[src/rtl/cpu_pkg.sv]
// Shared types and widths for the program-counter / status-flag stage.
package cpu_pkg;

  localparam int PC_W  = 10;
  localparam int LUT_W = 5;

  typedef logic [PC_W-1:0] pc_t;

  typedef enum logic [1:0] {
    IDLE,
    RUN,
    DONE
  } pc_state_t;

endpackage

[src/rtl/branch_lut.sv]
// Branch/jump target table: maps a small instruction-encoded index to a full PC.
// Entries are regenerated by the assembler flow; unlisted indices resolve to address 0.
module branch_lut
  import cpu_pkg::*;
(
  input  logic [LUT_W-1:0] lut_idx,
  output pc_t              target
);

  always_comb begin
    target = '0;
    case (lut_idx)
      5'd1:    target = pc_t'(10);
      5'd2:    target = pc_t'(100);
      5'd3:    target = pc_t'(200);
      5'd4:    target = pc_t'(511);
      5'd5:    target = pc_t'(1023);
      5'd6:    target = pc_t'(64);
      5'd7:    target = pc_t'(300);
      5'd8:    target = pc_t'(37);
      default: target = '0;
    endcase
  end

endmodule

[src/rtl/pc_flag_unit.sv]
// PC sequencer and compare/carry flag registers beside the 8-bit ALU, with the
// Start/Done handshake (IDLE -> RUN -> DONE).
module pc_flag_unit
  import cpu_pkg::*;
(
  input  logic             Clk,
  input  logic             Reset,
  input  logic             Start,
  input  logic             halt,
  input  logic             jump_en,
  input  logic             branch_en,
  input  logic [LUT_W-1:0] lut_idx,
  input  logic             cmp_en,
  input  logic             branch_in,
  input  logic             carry_we,
  input  logic             carry_clr,
  input  logic             carry_in,
  output logic [PC_W-1:0]  prog_ctr,
  output logic             flag_q,
  output logic             carry_q,
  output logic             running,
  output logic             done
);

  pc_state_t state, state_next;
  pc_t       pc_next, target;
  logic      flag_next, carry_next;

  branch_lut u_lut (
    .lut_idx (lut_idx),
    .target  (target)
  );

  always_ff @(posedge Clk) begin
    if (Reset) begin
      state    <= IDLE;
      prog_ctr <= '0;
      flag_q   <= 1'b0;
      carry_q  <= 1'b0;
      running  <= 1'b0;
      done     <= 1'b0;
    end else begin
      state    <= state_next;
      prog_ctr <= pc_next;
      flag_q   <= flag_next;
      carry_q  <= carry_next;
      running  <= (state_next == RUN);
      done     <= (state_next == DONE);
    end
  end

  // Branch tests the flag as registered, so a same-cycle compare only affects later branches.
  always_comb begin
    state_next = state;
    pc_next    = prog_ctr;
    flag_next  = flag_q;
    carry_next = carry_q;
    if (Start) begin
      state_next = IDLE;
      pc_next    = '0;
    end else begin
      case (state)
        IDLE: state_next = RUN;
        RUN: begin
          if (cmp_en)
            flag_next = branch_in;
          if (carry_clr)
            carry_next = 1'b0;
          else if (carry_we)
            carry_next = carry_in;
          if (halt)
            state_next = DONE;
          else if (jump_en)
            pc_next = target;
          else if (branch_en && flag_q)
            pc_next = target;
          else
            pc_next = prog_ctr + 1'b1;
        end
        DONE: state_next = DONE;
        default: begin
          state_next = IDLE;
          pc_next    = '0;
        end
      endcase
    end
  end

endmodule

[config.mk]
export PLATFORM = sky130hd
export DESIGN_NAME = pc_flag_unit
export DESIGN_NICKNAME = d
export VERILOG_FILES = /design/src/rtl/cpu_pkg.sv /design/src/rtl/branch_lut.sv /design/src/rtl/pc_flag_unit.sv
export SDC_FILE = /design/constraint.sdc
export NUM_CORES = 1
export LEC_CHECK = 0
export BUFFER_PORTS_ARGS = -buffer_cell sky130_fd_sc_hd__buf_2
export CAP_MARGIN = 15
export CORE_AREA = 3 3 62 50
export DETAILED_ROUTE_END_ITERATION = 10
export DIE_AREA = 0 0 65 53
export GPL_TIMING_DRIVEN = 0
export SLEW_MARGIN = 20
export SYNTH_ARGS = -nofsm -noshare
export SYNTH_HDL_FRONTEND = slang
export SYNTH_SLANG_ARGS = --single-unit
[constraint.sdc]
create_clock -name Clk -period 3.8 [get_ports Clk]
set_clock_uncertainty 0.1 [all_clocks]
set_input_delay 0.38 -clock Clk [delete_from_list [all_inputs] [get_ports Clk]]
set_output_delay 0.38 -clock Clk [all_outputs]
set_load 0.02 [all_outputs]
[After elaboration in Yosys (flattened, before gate mapping)]
Memories as Yosys holds them, arrays and structs flattened.
Cells that the tools add are included.
Word-level totals
  register bits: 16
  latch bits: 0
  memory bits (writable): 0
  bits in read-only memories: 160
  memories kept: 1
Operators by class
  $add $sub $neg: 1
  multipliers: 0
  divide/modulo/power cells: 0
  magnitude comparators: 0
  equal/unequal tests: 5
  shift operators: 0
  muxes and demuxes: 10
  bitwise logic cells: 2
  reductions and logical operators: 8
Memory list
  (name not given): depth 16, width 10, read ports 1, clocked after memory_dff 0, wr ports 0, RTL line branch_lut.sv:12  | case (lut_idx)
Operators by type and width (count)
  $mux 10: 4
  $pmux 10 s2: 1
  $add 10x1->10 const B: 1
  $pmux 2 s3: 1
  $reduce_and 3->1: 2
  $eq 2x1->1 const B: 2
  $eq 2x2->1 const B: 2
  $mux 2: 2
  $reduce_or 2->1: 2
  $logic_not 2->1: 1
  $mux 1: 2
  $ne 2x2->1 const B: 1
  $not 1->1: 2
  $reduce_and 2->1: 1
  $reduce_bool 2->1: 1
  $logic_and 1x1->1: 1

[Depth between registers and ports, before layout]
An unclocked memory read counts as a cell.
  word-level depth: 6
  gate-level depth with buffers: 5

[Modules after synthesis]
Synthesis repeated with hierarchy kept, for this count alone.
Second synthesis, totals
  cell total of the unflattened synthesis: 133
  area total of the unflattened synthesis: 1071.0 um^2
Modules (own cells, without submodules)
  pc_flag_unit: instances 1, cells an instance 111, area an instance 908.4 um^2, sequential area each 320.3 um^2
  branch_lut: instances 1, cells an instance 22, area an instance 162.7 um^2, sequential area each 0.0 um^2

[Worst setup path after synthesis]
OpenSTA, ideal clock, no wires.
  path kind: reg-to-reg
  from: register flag_q
  to: register prog_ctr[2]
  data arrival time: 1.346 ns
  required time: 3.578 ns
  path slack: 2.232 ns
  stages on the path, launching flop included: 6
  buffers on the path: 1
  period minus slack after synthesis: 1.568 ns
  path through: dfxtp_1 a21oi_1 buf_2 a31oi_2 a21oi_1 a221o_1
On the way
  cells in the longest elaborated chain, start to end: 5
RTL lines
  start: declaration: RTL line pc_flag_unit.sv:19  | output logic flag_q,
  start signal: assignment: RTL line pc_flag_unit.sv:45  | flag_q <= flag_next;
  $logic_and 1x1->1: RTL line pc_flag_unit.sv:75  | else if (branch_en && flag_q)
  $mux 10: RTL line pc_flag_unit.sv:75
  $mux 10: RTL line pc_flag_unit.sv:73  | else if (jump_en)
  $mux 10: RTL line pc_flag_unit.sv:71  | if (halt)
  $pmux 10 s2: RTL line pc_flag_unit.sv:62  | case (state)
  end signal: assignment: RTL line pc_flag_unit.sv:44  | prog_ctr <= pc_next;
  end: declaration: RTL line pc_flag_unit.sv:18  | output logic [PC_W-1:0] prog_ctr,
Every way passes these cells. The select of a mux whose other input is x is not followed.
A chain may end at the register's enable or synchronous reset.

[Worst setup path in the final report]
  from: register flag_q
  to: register prog_ctr[7]
Same word-level chain as after synthesis.

==> reports/metrics.yaml <==
setup_path:
  path_class: "register to register"
  cpMaxStageDelayCell: "a2111oi_0"
  required_ns: 3.93
  path_max_fanout: 10
  cpPeakStageDelay_ns: 0.53
  reg2reg_to: "prog_ctr[7]"
  start_kind: "register"
  critical_path.most_common_cell: "a21oi_1"
  arrival_ns: 1.85
  crit_cells: 5
  regToRegSetupSlack_ns: 2.08
  crit_family: "compound AO/OA/AOI/OAI gates"
  crit_buf_inv: 1
  crit_start: "flag_q"
  ff2ff_path_depth: 5
  cp_cell_sequence: "a21oi_1 > buf_2 > a2111oi_0 > o31ai_1 > a21oi_1"
  crit_end: "prog_ctr[7]"
  r2r_start: "flag_q"
  endpoint_kind: "register"
job:
  maxCapViolations: 0
power_and_ir_drop:
  p_sw_share_pct: 27.4
  p_seq_share_pct: 55.4
  power_density_nw_per_um2: 260
  power_frac_clock_pct: 28.5
  p_leak_uw: 0.000468
  internal_power_uw: 226
  power.switching_uw: 85.3
  peakVddDrop_mv: 0.116
  combPwrFrac_pct: 16.1
cells_and_area:
  nets: 174
  layout-drive-gt1-share_pct: 25.2
  syn2layout_area_growth_pct: 20.4
  antennaDiodeCount: 0
  final_util_pct: 47.1
  final_cell_mix: "30 x buf_2, 16 x dfxtp_1, 13 x nor2_1, 13 x nand2_1, 12 x a21oi_1"
  layout_commonest_cell: "buf_2"
synthesis:
  synth_top_area_cell: "dfxtp_1"
  ys_top_cells_by_area: "dfxtp_1 32%, a21oi_1 6.0%, nand2_1 4.9%, nor2_1 4.9%, a211oi_1 3.8%"
  synth_seq_cells: 16
  yosys_warnings: 0
  synth_compound_area_share_pct: 32.7
  synth_top_area_share_pct: 32.2
  netlist_instances: 125
  synth_adder_area_share_pct: 1.26
  yosys.area_share.simple_pct: 27.1
  synth_xor_area_share_pct: 0.879
  syn-num-nets: 142
  synth_top_family_by_area: "compound AO/OA/AOI/OAI gates"
  synth_mux_area_share_pct: 2.14
  avgSynthCellArea_um2: 7.97
  yosysUniqueCellTypes: 46
  yosysSeqAreaShare_pct: 32.2
  netlist_area_um2: 996
timing:
  drv_slew: 0
  setup_viol: 0
  post-route-min-period_ns: 1.72
  tns_ns: 0
  max_freq_mhz: 580
  tightest_slew_ns: 0.646
  hold_violations: 0
  slew_headroom_pct: 55.8
  fin_crit_sh_pct: 45.3
  rsz0062_at_grt: "false"
clocking:
  hold_buffers: 0
  cts_htree_levels: 1
  cts_buffers: 3
  post_cts_buffers: 0
  worstSkewPairLatency_ns: 0.29
  clkTransAtPathRegs_ns: 0.09
  clockBufferDepth: 2
  cts.sinks: 16
  cts_tree: "built"
  cts_root_buffer: "clkbuf_4"
  postCtsResizedCells: 0
floorplan:
  rows: 16
  die_area_um2: 3450
  ios: 30
  die_x_um: 65
  core_area_um2: 2540
  start_util_pct: 39.2
  die_h_um: 53
drt:
  drt_iter0_markers: 123
  wl_met2_um: 1080
  postRouteAntennaNets: 0
  wl_per_cell_um: 13.6
  m1WireLength_um: 1260
  viasPerCell: 5.73
  route.detailed.drc: 0
  drt_pass1_iterations: 4
  top_layer: "met4"
  vias: 1094
  wl_um: 2610
  routed-wl-met3_um: 220
global_route:
  grt_use_total_pct: 16.1
  antenna_found_initial: 0
  grt_pass1_wl_um: 4190
  grt_pass1_vias: 877
  grt_max_degree: 11
  overflow: 0
worst_hold_path:
  hold_class: "input pin to register"
  min_delay_path_depth: 2
placement:
  port_buffers: 27
  hpwl_um: 2030
  place_congestion: 0.822
run_status:
  status: "finished clean"
==> kinds of logic after synthesis <==
logic type | after synthesis
DFF | 16
xor gates and xnor gates | 1
AOI/OAI and AO/OA | 45
buffers and inverters | 9
adders and majority gates | 1
muxes | 2
and+or+nand+nor | 51
==> worst register-to-register path: cells and delay by family (launching register included) <==
| kind | cells | cell delay, ns |
|---|---|---|
| AO/OA/AOI/OAI | 4 | 0.95 |
| buffers and inverters | 1 | 0.21 |
| flip-flops | 1 | 0.40 |
==> layer usage <==
metal  up-vias  GRT usage [%]
li1        540              -
met1       513           23.7
met2        37           22.2
met3         4           4.03
met4         0           5.26
met5         -              0
==> registers in the layout, summed over array words and instances, names as in the netlist <==
| name | flops |
|---|---|
| carry_q | 1 |
| done | 1 |
| flag_q | 1 |
| prog_ctr | 10 |
| running | 1 |
| state | 2 |
==> per-stage QoR <==
step	instance area (um2)	hold slack (ns)	worst slack (ns)	power, uW	cells
finish	1200	0.188	2.08	312	191
floorplan	996	0.349	2.23	207	125
detailed placement	1180	0.360	2.01	226	188
global route	1200	0.175	1.93	330	191
global placement	1180	0.339	2.02	225	188
CTS	1200	0.174	2.05	316	191
==> how the worst min path moves through the flow <==
stage | start | end | slack (ns)
6_report | Reset | flag_q | 0.19
4_1_cts | Reset | carry_q | 0.17
5_1_grt | Reset | flag_q | 0.17
3_3_place_gp | carry_q | carry_q | 0.34
3_5_place_dp | carry_q | carry_q | 0.36
2_1_floorplan | Reset | carry_q | 0.35
==> layout make-up <==
type | count | area (um2)
Clock buffer | 3 | 22.5
Multi-Input combinational cell | 100 | 638
Fill cell | 279 | 1340
Buffer | 4 | 18.8
Tap cell | 36 | 45.0
Sequential cell | 16 | 320
Inverter | 5 | 18.8
Timing Repair Buffer | 27 | 135
==> cells in the mapped netlist, drive strengths merged <==
library cell and n:
dfxtp 16, nand2 13, nor2 13, a21oi 12, nand3 6, a211oi 5, inv 5, o21ai 5
buf 3, nand2b 3, nor3 3, nor4 3, a221o 2, a22oi 2, a31oi 2, a32oi 2
nand4 2, nor2b 2, nor3b 2, o21a 2, o31a 2, a2111oi 1, a211o 1, a21o 1
a22o 1, and2 1, clkbuf 1, ha 1, mux2 1, mux2i 1, nand3b 1, nand4b 1
o211a 1, o211ai 1, o22ai 1, o311a 1, o31ai 1, o32a 1, o32ai 1, or2 1
xor2 1
==> power by group through the flow <==
stage | Combinational [uW] | Clock, uW | Sequential [uW]
2_1_floorplan | 28.4 | 0 | 178
3_3_place_gp | 49.0 | 0 | 176
3_5_place_dp | 49.5 | 0 | 177
4_1_cts | 49.7 | 94.1 | 173
5_1_grt | 55.2 | 101 | 173
6_report | 50.1 | 88.9 | 173
(Power assumes the default switching activity.)
